$ cat src/rtl/opb_register_ppc2simulink_pkg.sv
// ---------------------------------------------------------------------------
// opb_register_ppc2simulink_pkg
//
// Shared definitions for the PPC-to-Simulink OPB register slave:
//   - word offsets of the two decoded registers inside the slave window
//   - transfer FSM state encoding (IDLE / ACK)
//   - width of the effective-write counter
// ---------------------------------------------------------------------------
package opb_register_ppc2simulink_pkg;

   // Word offsets relative to C_BASEADDR (the two low address bits are ignored)
   localparam logic [31:0] REG_OFS = 32'h0000_0000;  // data register, read/write
   localparam logic [31:0] CNT_OFS = 32'h0000_0004;  // write counter, read-only

   // Transfer FSM encoding
   localparam logic [0:0] ST_IDLE = 1'b0;
   localparam logic [0:0] ST_ACK  = 1'b1;

   // Effective-write counter width
   localparam int CNT_W = 16;

   typedef logic [CNT_W-1:0] wcount_t;

   // Strips the byte-lane bits from a window offset so that any byte address
   // inside a word decodes to that word.
   function automatic logic [31:0] word_of(input logic [31:0] ofs);
      return {ofs[31:2], 2'b00};
   endfunction

endpackage

$ cat src/rtl/opb_be_merge.sv
// ---------------------------------------------------------------------------
// opb_be_merge
//
// Combinational byte-enable merge of a stored word with new write data.
// Byte lane b of the OPB bus (be_i[b], OPB data bits [8b:8b+7]) is the
// b-th most significant byte of the little-endian-numbered vectors here,
// so be_i[0] selects bits [8*NBYTES-1 -: 8].
//
// Ports
//   old_i    [8*NBYTES-1:0]  current register contents
//   new_i    [8*NBYTES-1:0]  write data, already in [MSB:0] order
//   be_i     [0:NBYTES-1]    OPB byte enables, lane 0 first
//   merged_o [8*NBYTES-1:0]  old_i with enabled lanes replaced by new_i
// ---------------------------------------------------------------------------
module opb_be_merge
   import opb_register_ppc2simulink_pkg::*;
#(
   parameter int NBYTES = 4
) (
   input  logic [8*NBYTES-1:0] old_i,
   input  logic [8*NBYTES-1:0] new_i,
   input  logic [0:NBYTES-1]   be_i,
   output logic [8*NBYTES-1:0] merged_o
);

   always_comb begin
      merged_o = old_i;
      for (int b = 0; b < NBYTES; b++) begin
         if (be_i[b]) begin
            merged_o[8*(NBYTES-1-b) +: 8] = new_i[8*(NBYTES-1-b) +: 8];
         end
      end
   end

endmodule

$ cat src/rtl/opb_register_ppc2simulink.sv
// ---------------------------------------------------------------------------
// opb_register_ppc2simulink
//
// OPB slave exposing one software-writable register to user logic.
// Every hit is acknowledged for exactly one cycle, one cycle after it is
// sampled; back-to-back transfers therefore take two cycles each.
//
// Valid/ready semantics: a transfer is offered while OPB_select is high with
// an in-window address; the slave accepts it on the first rising edge where
// it is IDLE, and Sl_xferAck is high for exactly the following cycle. Inputs
// seen during the ACK cycle are ignored, and dropping select during ACK does
// not cancel the acknowledge.
//
// Window map (offset from C_BASEADDR, low two address bits ignored)
//   0x0   data register, byte-enable writes, read back
//   0x4   {16'h0, user_write_count}, writes acked and dropped
//   else  reads 0, writes acked and dropped
//
// Ports
//   OPB_Clk, OPB_Rst           clock, synchronous active-high reset
//   OPB_ABus/BE/DBus/RNW       OPB master request (big-endian bit order)
//   OPB_select, OPB_seqAddr    transfer strobe, burst hint (unused)
//   Sl_DBus, Sl_xferAck        read data (zero outside ACK) and acknowledge
//   Sl_errAck/retry/toutSup    tied low
//   user_data_out              register contents, user bit 31 = OPB bit 0
//   user_data_valid            one-cycle pulse in the ACK of an effective write
//   user_write_count           number of effective writes, wraps at 16 bits
//   dbg_state_o                transfer FSM state (ST_IDLE / ST_ACK)
// ---------------------------------------------------------------------------
module opb_register_ppc2simulink
   import opb_register_ppc2simulink_pkg::*;
#(
   parameter logic [31:0] C_BASEADDR    = 32'h0102_4200,
   parameter logic [31:0] C_HIGHADDR    = 32'h0102_42FF,
   parameter int          C_OPB_AWIDTH  = 32,
   parameter int          C_OPB_DWIDTH  = 32,
   parameter              C_FAMILY      = "virtex6",
   parameter logic [31:0] C_RESET_VALUE = 32'h0000_0000
) (
   input  logic                        OPB_Clk,
   input  logic                        OPB_Rst,
   input  logic [0:C_OPB_AWIDTH-1]     OPB_ABus,
   input  logic [0:C_OPB_DWIDTH/8-1]   OPB_BE,
   input  logic [0:C_OPB_DWIDTH-1]     OPB_DBus,
   input  logic                        OPB_RNW,
   input  logic                        OPB_select,
   input  logic                        OPB_seqAddr,
   output logic [0:C_OPB_DWIDTH-1]     Sl_DBus,
   output logic                        Sl_xferAck,
   output logic                        Sl_errAck,
   output logic                        Sl_retry,
   output logic                        Sl_toutSup,
   output logic [C_OPB_DWIDTH-1:0]     user_data_out,
   output logic                        user_data_valid,
   output logic [CNT_W-1:0]            user_write_count,
   output logic [0:0]                  dbg_state_o
);

   localparam int AW = C_OPB_AWIDTH;
   localparam int DW = C_OPB_DWIDTH;
   localparam int NB = DW / 8;

   localparam logic [AW-1:0] BASE = C_BASEADDR[AW-1:0];
   localparam logic [AW-1:0] HIGH = C_HIGHADDR[AW-1:0];

   // The family string only documents the intended target.
   localparam int unused_family_bits = $bits(C_FAMILY);

   // ------------------------------------------------------------------------
   // State
   // ------------------------------------------------------------------------
   logic [0:0]       state_q, state_d;
   logic [DW-1:0]    data_q, data_d;
   logic [DW-1:0]    rdata_q, rdata_d;
   logic             valid_q, valid_d;
   wcount_t          wcnt_q, wcnt_d;

   // ------------------------------------------------------------------------
   // Address decode
   // ------------------------------------------------------------------------
   logic             hit;
   logic             start;
   logic [AW-1:0]    ofs;
   logic [31:0]      ofs_word;
   logic             is_reg;
   logic             is_cnt;
   logic             wr_eff;
   logic [DW-1:0]    wdata;
   logic [DW-1:0]    merged;

   assign hit   = OPB_select && (OPB_ABus >= BASE) && (OPB_ABus <= HIGH);
   // Requests are only sampled in IDLE; the ACK cycle ignores the bus.
   assign start = hit && (state_q == ST_IDLE);

   assign ofs      = OPB_ABus - BASE;
   assign ofs_word = word_of(32'(ofs));
   assign is_reg   = (ofs_word == REG_OFS);
   assign is_cnt   = (ofs_word == CNT_OFS);

   // A write only counts as effective when it targets the data register and
   // enables at least one byte lane.
   assign wr_eff = start && !OPB_RNW && is_reg && (|OPB_BE);

   // OPB bit 0 is the MSB; a whole-vector assignment keeps that ordering.
   assign wdata = OPB_DBus;

   opb_be_merge #(
      .NBYTES (NB)
   ) u_be_merge (
      .old_i    (data_q),
      .new_i    (wdata),
      .be_i     (OPB_BE),
      .merged_o (merged)
   );

   // ------------------------------------------------------------------------
   // Next-state logic
   // ------------------------------------------------------------------------
   always_comb begin
      state_d = state_q;
      unique case (state_q)
         ST_IDLE: if (hit) state_d = ST_ACK;
         ST_ACK:  state_d = ST_IDLE;
         default: state_d = ST_IDLE;
      endcase
   end

   always_comb begin
      data_d  = data_q;
      wcnt_d  = wcnt_q;
      valid_d = wr_eff;
      if (wr_eff) begin
         data_d = merged;
         wcnt_d = wcnt_q + wcount_t'(1);
      end
   end

   // Read data is captured at the end of the hit cycle and is zero otherwise,
   // so the registered bus output is already zero outside the ACK cycle.
   always_comb begin
      rdata_d = '0;
      if (start && OPB_RNW) begin
         if (is_reg) begin
            rdata_d = data_q;
         end else if (is_cnt) begin
            rdata_d[CNT_W-1:0] = wcnt_q;
         end
      end
   end

   // ------------------------------------------------------------------------
   // Registers
   // ------------------------------------------------------------------------
   always_ff @(posedge OPB_Clk) begin
      if (OPB_Rst) begin
         state_q <= ST_IDLE;
         data_q  <= C_RESET_VALUE[DW-1:0];
         rdata_q <= '0;
         valid_q <= 1'b0;
         wcnt_q  <= '0;
      end else begin
         state_q <= state_d;
         data_q  <= data_d;
         rdata_q <= rdata_d;
         valid_q <= valid_d;
         wcnt_q  <= wcnt_d;
      end
   end

   // ------------------------------------------------------------------------
   // Outputs
   // ------------------------------------------------------------------------
   assign Sl_xferAck       = (state_q == ST_ACK);
   assign Sl_DBus          = rdata_q;
   assign Sl_errAck        = 1'b0;
   assign Sl_retry         = 1'b0;
   assign Sl_toutSup       = 1'b0;
   assign user_data_out    = data_q;
   assign user_data_valid  = valid_q;
   assign user_write_count = wcnt_q;
   assign dbg_state_o      = state_q;

   // The burst hint and the byte-lane address bits carry no meaning here.
   logic unused_ok;
   assign unused_ok = &{1'b0, OPB_seqAddr, ofs[1:0]};

endmodule

$ cat config.mk
export PLATFORM = sky130hd
export DESIGN_NAME = opb_register_ppc2simulink
export DESIGN_NICKNAME = d
export VERILOG_FILES = /design/src/rtl/opb_register_ppc2simulink_pkg.sv /design/src/rtl/opb_be_merge.sv /design/src/rtl/opb_register_ppc2simulink.sv
export SDC_FILE = /design/constraint.sdc
export NUM_CORES = 1
export LEC_CHECK = 0
export CAP_MARGIN = 10
export CORE_MARGIN = 2
export CORE_UTILIZATION = 44
export DETAILED_ROUTE_END_ITERATION = 6
export GPL_TIMING_DRIVEN = 0
export HOLD_SLACK_MARGIN = 0.15
export MAX_ROUTING_LAYER = met4
export PLACE_DENSITY = 0.89
export SLEW_MARGIN = 20
export SYNTH_ARGS = -nofsm -noshare
export SYNTH_HDL_FRONTEND = slang
export SYNTH_SLANG_ARGS = --single-unit
$ cat constraint.sdc
create_clock -name OPB_Clk -period 3.5 [get_ports OPB_Clk]
set_input_delay 0.7 -clock OPB_Clk [delete_from_list [all_inputs] [get_ports OPB_Clk]]
set_output_delay 0.7 -clock OPB_Clk [all_outputs]
set_load 0.05 [all_outputs]
[Yosys cells after proc, flatten, opt, wreduce, memory -nomap -nowiden]
Index checks and enable logic that the tools add are counted.
Operators by class
  equal/unequal tests: 1
  mux-type cells: 4
  bitwise gates (word level): 3
  add/sub/neg operators: 2
  reduce and logical (&&, ||, !) cells: 16
  order comparisons: 2
Operators by type and width (number)
  $ge 32x25->1 const B: 1
  $le 32x25->1 const B: 1
  $logic_not 32->1: 1
  $mux 16: 2
  $sub 32x25->32 const B: 1
  $eq 30x1->1 const B: 1
  $add 16x1->16 const B: 1
  $reduce_and 2->1: 4
  $logic_and 1x1->1: 7
  $reduce_or 4->1: 1
  $not 1->1: 3
  $reduce_or 3->1: 1
  $pmux 1 s2: 1
  $reduce_or 2->1: 1
  $logic_not 1->1: 1
  $mux 1: 1
Storage, ports and cells
  word-level logic and storage cells: 37
  bits of input ports: 73
  register bits after elaboration: 82
  output and inout port bits: 86

[Longest topological paths before layout]
  word-level depth: 8
  gate-level depth with buffers: 10
  gate-level depth less buffers: 8

[Modules after synthesis]
From an unflattened synthesis, not the netlist that was laid out.
Second synthesis, totals
  cell total of the unflattened synthesis: 446
  area, all modules: 4290.4 um^2
Modules (own cells, without submodules)
  opb_register_ppc2simulink: sequential area each 1641.6 um^2, cells an instance 410, instances 1, area each 3764.9 um^2
  opb_be_merge: sequential area each 0.0 um^2, cells an instance 36, instances 1, area each 525.5 um^2

[Least setup slack after synthesis]
OpenSTA, ideal clock, no wires.
  kind: input to register
  from: input port OPB_ABus[22] (netlist name)
  to: register wcnt_q[10] (netlist: user_write_count[10])
  path buffers: 1
  data arrival time: 2762 ps
  setup time: 123 ps
  slack: 615 ps
  stages on the path: 9
  data required time: 3377 ps
  cells stage by stage: inv_1 ha_1 or4b_1 and3_1 a211oi_1 nand4_1 clkbuf_1 nor4_1 mux2_1
On the way
  word-level cells in the longest chain between the ends: 7
  elaborated cells on any way between the ends: 10
  classes of those cells: add/sub: 1; order compare: 2; reduce/logical: 7
RTL lines
  start: declaration: RTL line opb_register_ppc2simulink.sv:42  | input logic [0:C_OPB_AWIDTH-1] OPB_ABus,
  branches (longest 5 deep; another with $sub 32x25->32)
  $logic_and 1x1->1 (*) (2 in series): RTL line opb_register_ppc2simulink.sv:102  | assign wr_eff = start && !OPB_RNW && is_reg && (|OPB_BE);
  end signal: assignment: RTL line opb_register_ppc2simulink.sv:166  | wcnt_q <= wcnt_d;
  end: declaration: RTL line opb_register_ppc2simulink.sv:76  | wcount_t wcnt_q, wcnt_d;
Every way passes the cells marked *.
A chain may end at the register's enable or synchronous reset.

[Worst setup path after layout]
  from: input port OPB_ABus[22] (netlist name)
  to: register wcnt_q[14] (netlist: user_write_count[14])
The elaborated chain is that of the path after synthesis.

==> load_flow_metrics.sql <==
INSERT INTO impl_metrics (metric_group, metric, value, unit) VALUES
('status', 'status', 'finished clean', ''),
('worst_setup_path', 'slowest_delay', '0.49', 'ns'),
('worst_setup_path', 'worst-endpoint-required', '3.74', 'ns'),
('routing', 'viasPerCell', '5.95', ''),
('worst_setup_path', 'critical_path.endpoint_type', 'flop', ''),
('timing', 'maxSlewViolCount', '0', ''),
('power_and_ir_drop', 'tot_pwr', '1.81', 'mW'),
('power_and_ir_drop', 'p_leak', '2.00', 'nW'),
('placed_design', 'dp.cells', '704', ''),
('clock_tree', 'clock_tree.htree_level_count', '3', ''),
('final_layout', 'layout.cells.most_common_list', 'clkdlybuf4s50_1 (152), dfxtp_1 (82), nand4_1 (41)', ''),
('final_layout', 'syn2layout_area_growth', '47.6', '%'),
('final_layout', 'layout-drive-gt1-share', '0.0816', ''),
('logic_synthesis', 'syn-cell-area', '4000', 'sq um'),
('timing', 'period_share', '0.967', ''),
('worst_setup_path', 'timing.setup.critical_path_class', 'primary input to flop', ''),
('worst_setup_path', 'path_cells', 'clkdlybuf4s50_1, inv_1, ha_1, or4b_1, and3_1, a211oi_1, nand4_1, clkbuf_2, nor4_1, mux2_1', ''),
('worst_setup_path', 'path_max_fanout', '10', ''),
('final_layout', 'nets', '684', ''),
('routing', 'antenna_violating_nets_post_route', '0', ''),
('min_path', 'holdCritPathClass', 'flop to flop', ''),
('grt', 'antenna_violations_before_repair', '0', ''),
('final_layout', 'layout.cells.most_common', 'clkdlybuf4s50_1', ''),
('floorplan', 'fp.dieArea', '9880', 'sq um'),
('floorplan', 'die_height', '99.4', 'um'),
('routing', 'remaining_drc_errors', '0', ''),
('floorplan', 'design.portCount', '159', ''),
('timing', 'slew_headroom', '0.438', ''),
('logic_synthesis', 'yosys_most_used_dff', 'dfxtp_1', ''),
('logic_synthesis', 'synth_cell_types', '58', ''),
('grt', 'vias_in_the_first_global_route', '4230', ''),
('logic_synthesis', 'ys.warnings.count', '0', ''),
('power_and_ir_drop', 'powerDensity', '306', 'nW/um^2'),
('clock_tree', 'worst_skew_pair.late_latency', '0.35', 'ns'),
('clock_tree', 'cts.root.buffer_cell', 'clkbuf_8', ''),
('logic_synthesis', 'yosys_register_bits', '82', ''),
('timing', 'setup_repair_after_global_routing_missed_its_margin', 'no', ''),
('floorplan', 'initial_util', '0.457', ''),
('worst_setup_path', 'timing.critical_path.from_type', 'primary input', ''),
('logic_synthesis', 'netlist_instances', '442', ''),
('timing', 'post-route-min-period', '3.39', 'ns'),
('clock_tree', 'cts.clk_slew.worst_paths', '0.08', 'ns'),
('routing', 'route.vias.total', '4290', ''),
('logic_synthesis', 'synth_enable_flop_cells', '0', ''),
('routing', 'wire_per_inst', '18.0', 'um'),
('clock_tree', 'cts_tree', 'yes', ''),
('routing', 'dr.first_iter.drc_count', '238', ''),
('grt', 'maximum_number_of_pins_on_one_net_before_global_route_repair', '14', ''),
('floorplan', 'design.core.area', '8760', 'sq um'),
('logic_synthesis', 'synth.yosys.seq_area_share', '0.410', ''),
('clock_tree', 'cts-buffers-inserted', '9', ''),
('placed_design', 'dp_hpwl', '9910', 'um'),
('grt', 'grt_overflow', '0', ''),
('flow_run', 'total_of_max_cap_violations', '0', ''),
('power_and_ir_drop', 'irDropWorstVdd', '246', 'uV'),
('timing', 'timing.final.hold_violations', '0', ''),
('final_layout', 'antenna-diode-count', '0', ''),
('floorplan', 'die_width', '99.4', 'um'),
('worst_setup_path', 'cp_num_buf_inv', '3', ''),
('final_layout', 'final_util', '0.674', ''),
('worst_setup_path', 'cp_top_family', 'simple AND/OR/NAND/NOR gates', ''),
('final_layout', 'filler_cell_count', '719', ''),
('placed_design', 'routabilityCongestion', '0.902', ''),
('logic_synthesis', 'share_of_synthesized_registers_carrying_an_async_set_or_reset', '0', ''),
('placed_design', 'placed_cell_area', '5670', 'sq um'),
('clock_tree', 'post_cts_hold_buffers', '0', ''),
('final_layout', 'layout.cells.non_filler', '721', ''),
('worst_setup_path', 'cp_slowest_cell', 'clkdlybuf4s50_1', ''),
('final_layout', 'finish.instance_area', '5910', 'sq um'),
('timing', 'worstMarginPinSlew', '0.836', 'ns'),
('logic_synthesis', 'post_synth.cell_area_avg', '9.06', 'sq um'),
('routing', 'drt_pass1_iterations', '5', ''),
('timing', 'final_setup_viols', '0', ''),
('routing', 'route.final.wire_length', '13000', 'um'),
('floorplan', 'rows', '34', ''),
('timing', 'final.setup_skew', '0.00872', 'ns'),
('placed_design', 'port-buffer-count', '152', ''),
('clock_tree', 'ctsLongestPathBuffers', '2', ''),
('clock_tree', 'numClockSinks', '82', ''),
('grt', 'grt_util_all_layers', '0.272', ''),
('worst_setup_path', 'cp_data_arrival_time', '3.63', 'ns'),
('timing', 'max_freq', '295', 'MHz'),
('grt', 'grt_pass1_wl', '21000', 'um');
-- cell families (layout without fill, tap and decap cells) --
logic type,Yosys count,in the layout,share of synthesized area
xor+xnor,1,1,0.00219
fa+ha+maj,2,2,0.00625
buf+inv,45,214,0.0512
compound gates,120,120,0.206
simple gates,177,177,0.284
mux,14,14,0.0394
flops,82,82,0.410
other cells,1,3,0.000937
-- tightest hold or removal path, stage by stage (launching register included) --
cell	delay, ns
dfxtp_1	0.32
o31ai_1	0.06
a21oi_1	0.05
-- power breakdown --
| group | internal, mW | leakage (nW) | switching [mW] |
|---|---|---|---|
| clock network | 0.343 | 0.0941 | 0.343 |
| logic | 0.0954 | 1.25 | 0.0978 |
| registers | 0.932 | 0.660 | 0.000000000528 |
-- per-layer routing --
layer / wire [um] / up-vias / GRT usage
met2: 6200 / 225 / 0.445
met3: 1050 / 30 / 0.0436
met5: 0 / - / -
met4: 335 / 0 / 0.0896
met1: 5410 / 1994 / 0.344
li1: - / 2041 / -
-- area by class of cell --
type                       count  area (sq um)  share of cell area
multi-input combinational    317          2190               0.371
sequential                    82          1640               0.278
timing repair buffer         154          1540               0.260
buffer                        39           188              0.0318
clock buffer                  10           138              0.0233
tap                          108           135              0.0229
clock inverter                 5          55.1             0.00932
inverter                       6          22.5             0.00381
-- final timing paths --
kind	from	endpoint	slack, ns	cells past startpoint
worst max-delay path	OPB_ABus[22]	user_write_count[14]$_SDFFE_PP0P_	0.11	10
worst min-delay path	user_data_out[18]$_SDFFE_PP0P_	user_data_out[18]$_SDFFE_PP0P_	0.48	2
worst max register to register	Sl_xferAck$_SDFF_PP0_	user_data_out[3]$_SDFFE_PP0P_	0.86	6
worst min register to register	user_data_out[18]$_SDFFE_PP0P_	user_data_out[18]$_SDFFE_PP0P_	0.48	2
-- stage by stage --
step,setup WS (ns),hold slack (ns),setup TNS [ns]
6_report,0.115,0.482,0
5_1_grt,0.0113,0.504,0
4_1_cts,0.0155,0.485,0
3_5_place_dp,-0.475,0.473,-17.79
3_3_place_gp,-0.367,0.469,-14.64
2_1_floorplan,0.615,0.705,0
-- state kept, by name, indices dropped and copies added, names as in the netlist --
name	count
Sl_DBus	32
user_write_count	16
Sl_xferAck	1
user_data_out	32
user_data_valid	1
-- repair_timing --
action,4_1_cts,5_1_grt
gates resized for setup,1,12
cloned,0,0
setup buffers,0,2
hold endpoints to repair,0,0
endpoints found under the setup margin,10,62
-- cells in the mapped netlist (3+ instances only) --
library cell / count / area, sq um
and3_1: 3 / 18.8
nor3_1: 8 / 40.0
clkbuf_1: 24 / 90.1
a22o_1: 16 / 140
nor4b_1: 3 / 26.3
nor2_1: 25 / 93.8
and4_1: 8 / 70.1
mux2_1: 12 / 135
buf_4: 4 / 30.0
nand2_1: 9 / 33.8
or3_1: 3 / 18.8
nor2b_1: 16 / 100
nand3_1: 6 / 30.0
and2_1: 18 / 113
dfxtp_1: 82 / 1640
o21ai_0: 7 / 35.0
nand4_1: 41 / 257
o31ai_1: 34 / 255
buf_2: 5 / 25.0
nor4_1: 16 / 100
a21oi_1: 37 / 185
or4_1: 3 / 22.5
inv_1: 6 / 22.5
o211ai_1: 4 / 30.0
o2111ai_1: 6 / 52.6
buf_1: 4 / 15.0
Note: power is estimated with default switching activity, not from simulation.
